$ cat src/rtl/sram_req_arbiter_if.sv
// SRAM-like request/response port bundle: request fields flow master->slave, addr_ok/data_ok/rdata flow back.
// The arbiter is the slave on its CPU-facing ports and the master on its bridge-facing port.
interface sram_req_arbiter_if;
    logic        req;
    logic        wr;
    logic [1:0]  size;
    logic [3:0]  wstrb;
    logic [31:0] addr;
    logic [31:0] wdata;
    logic        addr_ok;
    logic        data_ok;
    logic [31:0] rdata;

    modport master (
        output req, wr, size, wstrb, addr, wdata,
        input  addr_ok, data_ok, rdata
    );

    modport slave (
        input  req, wr, size, wstrb, addr, wdata,
        output addr_ok, data_ok, rdata
    );
endinterface

$ cat src/rtl/sram_req_arbiter.sv
// 2:1 SRAM-like arbiter (data > inst) with an in-order outstanding queue and RAW hold-off; zero-latency request path.
// Backpressure: no addr_ok while the queue is full, a RAW hazard applies, or the bridge withholds bus addr_ok.
module sram_req_arbiter #(
    parameter int DEPTH = 2
) (
    input  logic               aclk,
    input  logic               reset,
    sram_req_arbiter_if.slave  inst,
    sram_req_arbiter_if.slave  data,
    sram_req_arbiter_if.master bus,
    output logic               resp_err
);

    localparam int AW = $clog2(DEPTH);
    localparam int PW = AW + 1;

    logic [PW-1:0] wptr_q, wptr_d;
    logic [PW-1:0] rptr_q, rptr_d;
    logic          q_vld_q [DEPTH];
    logic          q_src_q [DEPTH];   // 1 = data port, 0 = inst port
    logic          q_wr_q  [DEPTH];
    logic [29:0]   q_wa_q  [DEPTH];

    logic          lock_vld_q, lock_vld_d;
    logic          lock_src_q;
    logic          resp_err_q;

    logic          empty, full;
    logic          inst_raw, data_raw;
    logic          inst_elig, data_elig;
    logic          gnt_data;
    logic          breq;
    logic          accept, pop;
    logic [AW-1:0] head, tail;

    logic          bus_wr_w;
    logic [1:0]    bus_size_w;
    logic [3:0]    bus_wstrb_w;
    logic [31:0]   bus_addr_w;
    logic [31:0]   bus_wdata_w;

    assign head  = rptr_q[AW-1:0];
    assign tail  = wptr_q[AW-1:0];
    assign empty = (wptr_q == rptr_q);
    assign full  = (wptr_q[AW-1:0] == rptr_q[AW-1:0]) && (wptr_q[AW] != rptr_q[AW]);

    // Hazard check sees only registered entries, so a popping write frees the read one cycle later.
    always_comb begin
        inst_raw = 1'b0;
        data_raw = 1'b0;
        for (int i = 0; i < DEPTH; i++) begin
            if (q_vld_q[i] && q_wr_q[i]) begin
                if (!inst.wr && (q_wa_q[i] == inst.addr[31:2])) inst_raw = 1'b1;
                if (!data.wr && (q_wa_q[i] == data.addr[31:2])) data_raw = 1'b1;
            end
        end
    end

    assign inst_elig = inst.req && !full && !inst_raw;
    assign data_elig = data.req && !full && !data_raw;

    assign gnt_data = lock_vld_q ? lock_src_q : data_elig;
    assign breq     = gnt_data ? data_elig : inst_elig;
    assign accept   = breq && bus.addr_ok;
    assign pop      = bus.data_ok && !empty;

    always_comb begin
        bus_wr_w    = 1'b0;
        bus_size_w  = 2'b00;
        bus_wstrb_w = 4'h0;
        bus_addr_w  = 32'h0;
        bus_wdata_w = 32'h0;
        if (breq) begin
            if (gnt_data) begin
                bus_wr_w    = data.wr;
                bus_size_w  = data.size;
                bus_wstrb_w = data.wstrb;
                bus_addr_w  = data.addr;
                bus_wdata_w = data.wdata;
            end else begin
                bus_wr_w    = inst.wr;
                bus_size_w  = inst.size;
                bus_wstrb_w = inst.wstrb;
                bus_addr_w  = inst.addr;
                bus_wdata_w = inst.wdata;
            end
        end
    end

    assign bus.req   = breq;
    assign bus.wr    = bus_wr_w;
    assign bus.size  = bus_size_w;
    assign bus.wstrb = bus_wstrb_w;
    assign bus.addr  = bus_addr_w;
    assign bus.wdata = bus_wdata_w;

    assign inst.addr_ok = accept && !gnt_data;
    assign data.addr_ok = accept &&  gnt_data;
    assign inst.data_ok = pop && !q_src_q[head];
    assign data.data_ok = pop &&  q_src_q[head];
    assign inst.rdata   = bus.rdata;
    assign data.rdata   = bus.rdata;
    assign resp_err     = resp_err_q;

    assign wptr_d = wptr_q + {{AW{1'b0}}, accept};
    assign rptr_d = rptr_q + {{AW{1'b0}}, pop};

    // A stalled bus request pins the grant so its payload cannot switch under the bridge.
    assign lock_vld_d = breq && !bus.addr_ok;

    always_ff @(posedge aclk) begin
        if (reset) begin
            wptr_q     <= '0;
            rptr_q     <= '0;
            lock_vld_q <= 1'b0;
            lock_src_q <= 1'b0;
            resp_err_q <= 1'b0;
            for (int i = 0; i < DEPTH; i++) begin
                q_vld_q[i] <= 1'b0;
                q_src_q[i] <= 1'b0;
                q_wr_q[i]  <= 1'b0;
                q_wa_q[i]  <= '0;
            end
        end else begin
            wptr_q     <= wptr_d;
            rptr_q     <= rptr_d;
            lock_vld_q <= lock_vld_d;
            lock_src_q <= gnt_data;
            resp_err_q <= bus.data_ok && empty;
            if (pop) q_vld_q[head] <= 1'b0;
            if (accept) begin
                q_vld_q[tail] <= 1'b1;
                q_src_q[tail] <= gnt_data;
                q_wr_q[tail]  <= bus_wr_w;
                q_wa_q[tail]  <= bus_addr_w[31:2];
            end
        end
    end

endmodule
$ cat src/flat_wrapper.sv
// flat-port wrapper written by rule: the top's interface ports become plain ports
module sram_req_arbiter_flat 
#(
    parameter int DEPTH = 2
)
  (aclk, reset, resp_err, inst_req, inst_wr, inst_size, inst_wstrb, inst_addr, inst_wdata, inst_addr_ok, inst_data_ok, inst_rdata, data_req, data_wr, data_size, data_wstrb, data_addr, data_wdata, data_addr_ok, data_data_ok, data_rdata, bus_req, bus_wr, bus_size, bus_wstrb, bus_addr, bus_wdata, bus_addr_ok, bus_data_ok, bus_rdata);
  sram_req_arbiter_if inst_i ();
  sram_req_arbiter_if data_i ();
  sram_req_arbiter_if bus_i ();
  input  logic aclk;
  input  logic reset;
  output logic resp_err;
  input wire logic [$bits(inst_i.req)-1:0] inst_req;
  input wire logic [$bits(inst_i.wr)-1:0] inst_wr;
  input wire logic [$bits(inst_i.size)-1:0] inst_size;
  input wire logic [$bits(inst_i.wstrb)-1:0] inst_wstrb;
  input wire logic [$bits(inst_i.addr)-1:0] inst_addr;
  input wire logic [$bits(inst_i.wdata)-1:0] inst_wdata;
  output wire logic [$bits(inst_i.addr_ok)-1:0] inst_addr_ok;
  output wire logic [$bits(inst_i.data_ok)-1:0] inst_data_ok;
  output wire logic [$bits(inst_i.rdata)-1:0] inst_rdata;
  input wire logic [$bits(data_i.req)-1:0] data_req;
  input wire logic [$bits(data_i.wr)-1:0] data_wr;
  input wire logic [$bits(data_i.size)-1:0] data_size;
  input wire logic [$bits(data_i.wstrb)-1:0] data_wstrb;
  input wire logic [$bits(data_i.addr)-1:0] data_addr;
  input wire logic [$bits(data_i.wdata)-1:0] data_wdata;
  output wire logic [$bits(data_i.addr_ok)-1:0] data_addr_ok;
  output wire logic [$bits(data_i.data_ok)-1:0] data_data_ok;
  output wire logic [$bits(data_i.rdata)-1:0] data_rdata;
  output wire logic [$bits(bus_i.req)-1:0] bus_req;
  output wire logic [$bits(bus_i.wr)-1:0] bus_wr;
  output wire logic [$bits(bus_i.size)-1:0] bus_size;
  output wire logic [$bits(bus_i.wstrb)-1:0] bus_wstrb;
  output wire logic [$bits(bus_i.addr)-1:0] bus_addr;
  output wire logic [$bits(bus_i.wdata)-1:0] bus_wdata;
  input wire logic [$bits(bus_i.addr_ok)-1:0] bus_addr_ok;
  input wire logic [$bits(bus_i.data_ok)-1:0] bus_data_ok;
  input wire logic [$bits(bus_i.rdata)-1:0] bus_rdata;
  assign inst_i.req = inst_req;
  assign inst_i.wr = inst_wr;
  assign inst_i.size = inst_size;
  assign inst_i.wstrb = inst_wstrb;
  assign inst_i.addr = inst_addr;
  assign inst_i.wdata = inst_wdata;
  assign inst_addr_ok = inst_i.addr_ok;
  assign inst_data_ok = inst_i.data_ok;
  assign inst_rdata = inst_i.rdata;
  assign data_i.req = data_req;
  assign data_i.wr = data_wr;
  assign data_i.size = data_size;
  assign data_i.wstrb = data_wstrb;
  assign data_i.addr = data_addr;
  assign data_i.wdata = data_wdata;
  assign data_addr_ok = data_i.addr_ok;
  assign data_data_ok = data_i.data_ok;
  assign data_rdata = data_i.rdata;
  assign bus_req = bus_i.req;
  assign bus_wr = bus_i.wr;
  assign bus_size = bus_i.size;
  assign bus_wstrb = bus_i.wstrb;
  assign bus_addr = bus_i.addr;
  assign bus_wdata = bus_i.wdata;
  assign bus_i.addr_ok = bus_addr_ok;
  assign bus_i.data_ok = bus_data_ok;
  assign bus_i.rdata = bus_rdata;
  sram_req_arbiter #(.DEPTH(DEPTH)) u_core (.aclk(aclk), .reset(reset), .inst(inst_i), .data(data_i), .bus(bus_i), .resp_err(resp_err));
endmodule
$ cat config.mk
export PLATFORM = sky130hd
export DESIGN_NAME = sram_req_arbiter_flat
export DESIGN_NICKNAME = d
export VERILOG_FILES = /design/src/rtl/sram_req_arbiter_if.sv /design/src/rtl/sram_req_arbiter.sv /design/src/flat_wrapper.sv
export SDC_FILE = /design/constraint.sdc
export NUM_CORES = 1
export LEC_CHECK = 0
export BUFFER_PORTS_ARGS = -buffer_cell sky130_fd_sc_hd__buf_4
export CELL_PAD_IN_SITES_DETAIL_PLACEMENT = 1
export CELL_PAD_IN_SITES_GLOBAL_PLACEMENT = 1
export CORE_MARGIN = 1
export CORE_UTILIZATION = 33
export DETAILED_ROUTE_END_ITERATION = 16
export GPL_TIMING_DRIVEN = 0
export PLACE_DENSITY_LB_ADDON = 0.3
export SKIP_LAST_GASP = 1
export SYNTH_ARGS = -nofsm -noshare
export SYNTH_HDL_FRONTEND = slang
export SYNTH_SLANG_ARGS = --single-unit
$ cat constraint.sdc
create_clock -name aclk -period 6.2 [get_ports aclk]
set_input_delay 0.93 -clock aclk [delete_from_list [all_inputs] [get_ports aclk]]
set_output_delay 0.93 -clock aclk [all_outputs]
set_load 0.1 [all_outputs]
==> impl_metrics.json <==
{
  "clockBufferDepth": 2,
  "antenna_found_initial": 2,
  "period_share": 0.745,
  "ys_warn_count": 0,
  "whs_path_depth": 2,
  "layout-drive-gt1-share": 0.442,
  "post_cts_buffers": 0,
  "min_from": "u_core.q_vld_q[1]",
  "final_util": 0.502,
  "synthAdderAreaFrac": 0.00429,
  "cts_root_buf": "clkbuf_16",
  "cp.arrival_ns": 3.69,
  "required_ns": 5.27,
  "synth_top_family_by_area": "XOR/XNOR gates",
  "synth_compound_area_frac": 0.0191,
  "gp_congestion": 0.891,
  "path_cells": "buf_4 > xor2_1 > nor4_1 > nand4_1 > o22ai_2 > o21ai_0 > buf_2 > buf_6 > buf_6 > mux2i_1 > nor2_1 > buf_4",
  "grt_pass1_vias": 6219,
  "report.final.setup_viol": 0,
  "critPathKind": "input port to output port",
  "cts-buffers-inserted": 9,
  "dp_cells": 1115,
  "core_area_um2": 17300,
  "grt_max_degree": 17,
  "rsz0062_at_grt": "false",
  "cp-start-kind": "input port",
  "path_clk_slew_ns": 0.06,
  "synthToLayoutAreaGrowth_pct": 48.6,
  "grt-ovfl-total": 0,
  "vias": 5840,
  "netlist_area_um2": 5840,
  "route.detailed.drc": 0,
  "hpwl_um": 19900,
  "instances_no_fill": 1133,
  "synth_enable_flop_cells": 64,
  "die-area_um2": 18200,
  "hold_viol": 0,
  "max-cap-violations": 0,
  "hp-class": "register to register",
  "yosys.area.top_type": "edfxtp_1",
  "synthDistinctLibCells": 34,
  "cts_resized": 0,
  "period_needed_ns": 4.62,
  "muxShareOfSynthArea": 0.122,
  "crit_buf_inv": 5,
  "max_slew_margin": 0.504,
  "start_util": 0.338,
  "crit_path_max_incr_delay_ns": 0.51,
  "skew_ns": 0.00807,
  "clk-insertion-delay-late_ns": 0.35,
  "power_uw": 2630,
  "cts_tree": "yes",
  "synthCells": 598,
  "clock-sinks": 73,
  "regArea_um2": 2100,
  "r2r_start": "u_core.q_wa_q[1][25]",
  "ir_worst_vdd_mv": 0.190,
  "p_leak_uw": 0.00411,
  "cts_max_level": 3,
  "ant_nets": 0,
  "slew_viol_final": 0,
  "routed_via_density": 5.15,
  "grt_pass1_wl_um": 35200,
  "ys_seq_area_frac": 0.360,
  "rows": 48,
  "final_common_cell": "buf_4",
  "io_pins": 321,
  "endpoint_kind": "output port",
  "die_h_um": 135,
  "ff2ff_setup_slack_ns": 2.75,
  "die_w_um": 135,
  "r2r_cells": 10,
  "worst_slack_ns": 1.58,
  "ys_ff_latch": 73,
  "firstDrtPassIters": 4,
  "syn_avg_cell_area_um2": 9.76,
  "tightestPinTransition_ns": 0.745,
  "powerDensity_nw_per_um2": 303,
  "ys.flop_type": "edfxtp_1",
  "io_buffers": 288,
  "crit_family": "buffers and inverters",
  "drtIter0Drc": 419,
  "reg2reg_to": "u_core.q_wa_q[1][9]",
  "wirelength_um": 24600,
  "layout_common_cells": "353 x buf_4, 100 x xor2_1, 85 x nor4_1, 81 x nor2_1, 71 x mux2i_1",
  "synth.area.top_cells": "edfxtp_1 33%, xor2_1 15%, mux2i_1 12%",
  "min_to": "u_core.q_vld_q[1]",
  "fillCellCount": 2047,
  "netlist.area_leader.share": 0.329,
  "synth_xor_area_frac": 0.184,
  "status": "completed",
  "synthSimpleGateAreaFrac": 0.181,
  "multi_input_area_um2": 3010,
  "syn_nets": 780,
  "place_ws_ns": 1.56,
  "fmax_ghz": 0.216,
  "synthArstFlopShare": 0,
  "wl_per_cell_um": 21.7,
  "grt.total_usage": 0.264,
  "layout.nets": 1083,
  "cp_slowest_cell": "nor4_1",
  "path_max_fanout": 10,
  "hold_buffers": 0
}
tightest hold or removal path, stage by stage (launching register included):
cell and delay, ns:
dfxtp_1 0.32, nand3_1 0.06, o31ai_1 0.07
registers in the layout (all words and copies together) (netlist names):
name	count
u_core.wptr_q	2
u_core.q_wr_q	2
u_core.rptr_q	2
u_core.q_vld_q	2
u_core.resp_err	1
u_core.lock_src_q	1
u_core.q_src_q	2
u_core.lock_vld_q	1
u_core.q_wa_q	60
cell usage after synthesis, types with 2 or more instances:
library cell  count
nor3_1            4
ha_1              2
mux2i_1          71
nand3_1           3
nand2b_1          2
nor4_1           85
o31ai_1           4
buf_2            10
xor2_1          100
nor2b_1           3
a21oi_1           3
nor2_1           81
edfxtp_1         64
inv_1             8
clkbuf_1         13
nand4_1          11
buf_4            65
dfxtp_1           9
nor4_2            2
xnor2_1          23
buf_6            12
nand2_1          11
where the power goes:
part,total (uW),leakage (uW),switching (uW),internal [uW]
registers,626,0.000747,39.3,587
logic,1500,0.00322,1110,386
clock network,502,0.000139,211,291
kinds of logic (layout without fill, tap and decap cells):
group / Yosys count / count (layout)
AND/OR/NAND/NOR: 205 / 205
other: 0 / 2
adder cells (fa/ha/maj): 2 / 2
XOR/XNOR: 123 / 123
buffers and inverters: 109 / 417
AO/OA/AOI/OAI: 15 / 15
flip-flops: 73 / 73
multiplexers: 71 / 71
worst max path at each step:
stage	from	end	slack, ns	cells past startpoint
after floorplan	data_addr[12]	u_core.q_src_q[0]	1.22	8
after global placement	data_addr[3]	u_core.q_wa_q[0][4]	-1.09	9
after detailed placement	data_addr[29]	bus_wdata[7]	1.56	12
after CTS	data_addr[29]	bus_wdata[7]	1.56	12
after global routing	inst_addr[23]	bus_addr[30]	1.44	11
final	data_addr[27]	bus_wdata[7]	1.58	12
final cells by class:
type | instances | share of cell area
timing repair buffer | 292 | 0.259
sequential | 73 | 0.242
tap | 225 | 0.0324
clock inverter | 3 | 0.00173
inverter | 9 | 0.00389
clock buffer | 13 | 0.0300
antenna | 2 | 0.000577
multi-input combinational | 416 | 0.347
buffer | 100 | 0.0832
metrics by stage:
step / area, um^2 / TNS [ns] / hold slack, ns
2_1_floorplan: 5840 / 0 / 0.446
3_3_place_gp: 8280 / -68.32 / 0.465
3_5_place_dp: 8400 / 0 / 0.491
4_1_cts: 8670 / 0 / 0.499
5_1_grt: 8680 / 0 / 0.533
6_report: 8680 / 0 / 0.502
layer usage:
metal | up-vias | track usage | routed length (um)
met5 | - | 0 | 0
met3 | 51 | 0.0619 | 1840
met1 | 2834 | 0.290 | 8910
met2 | 277 | 0.482 | 13000
li1 | 2678 | - | -
met4 | 0 | 0.114 | 784
(Power assumes the default switching activity.)
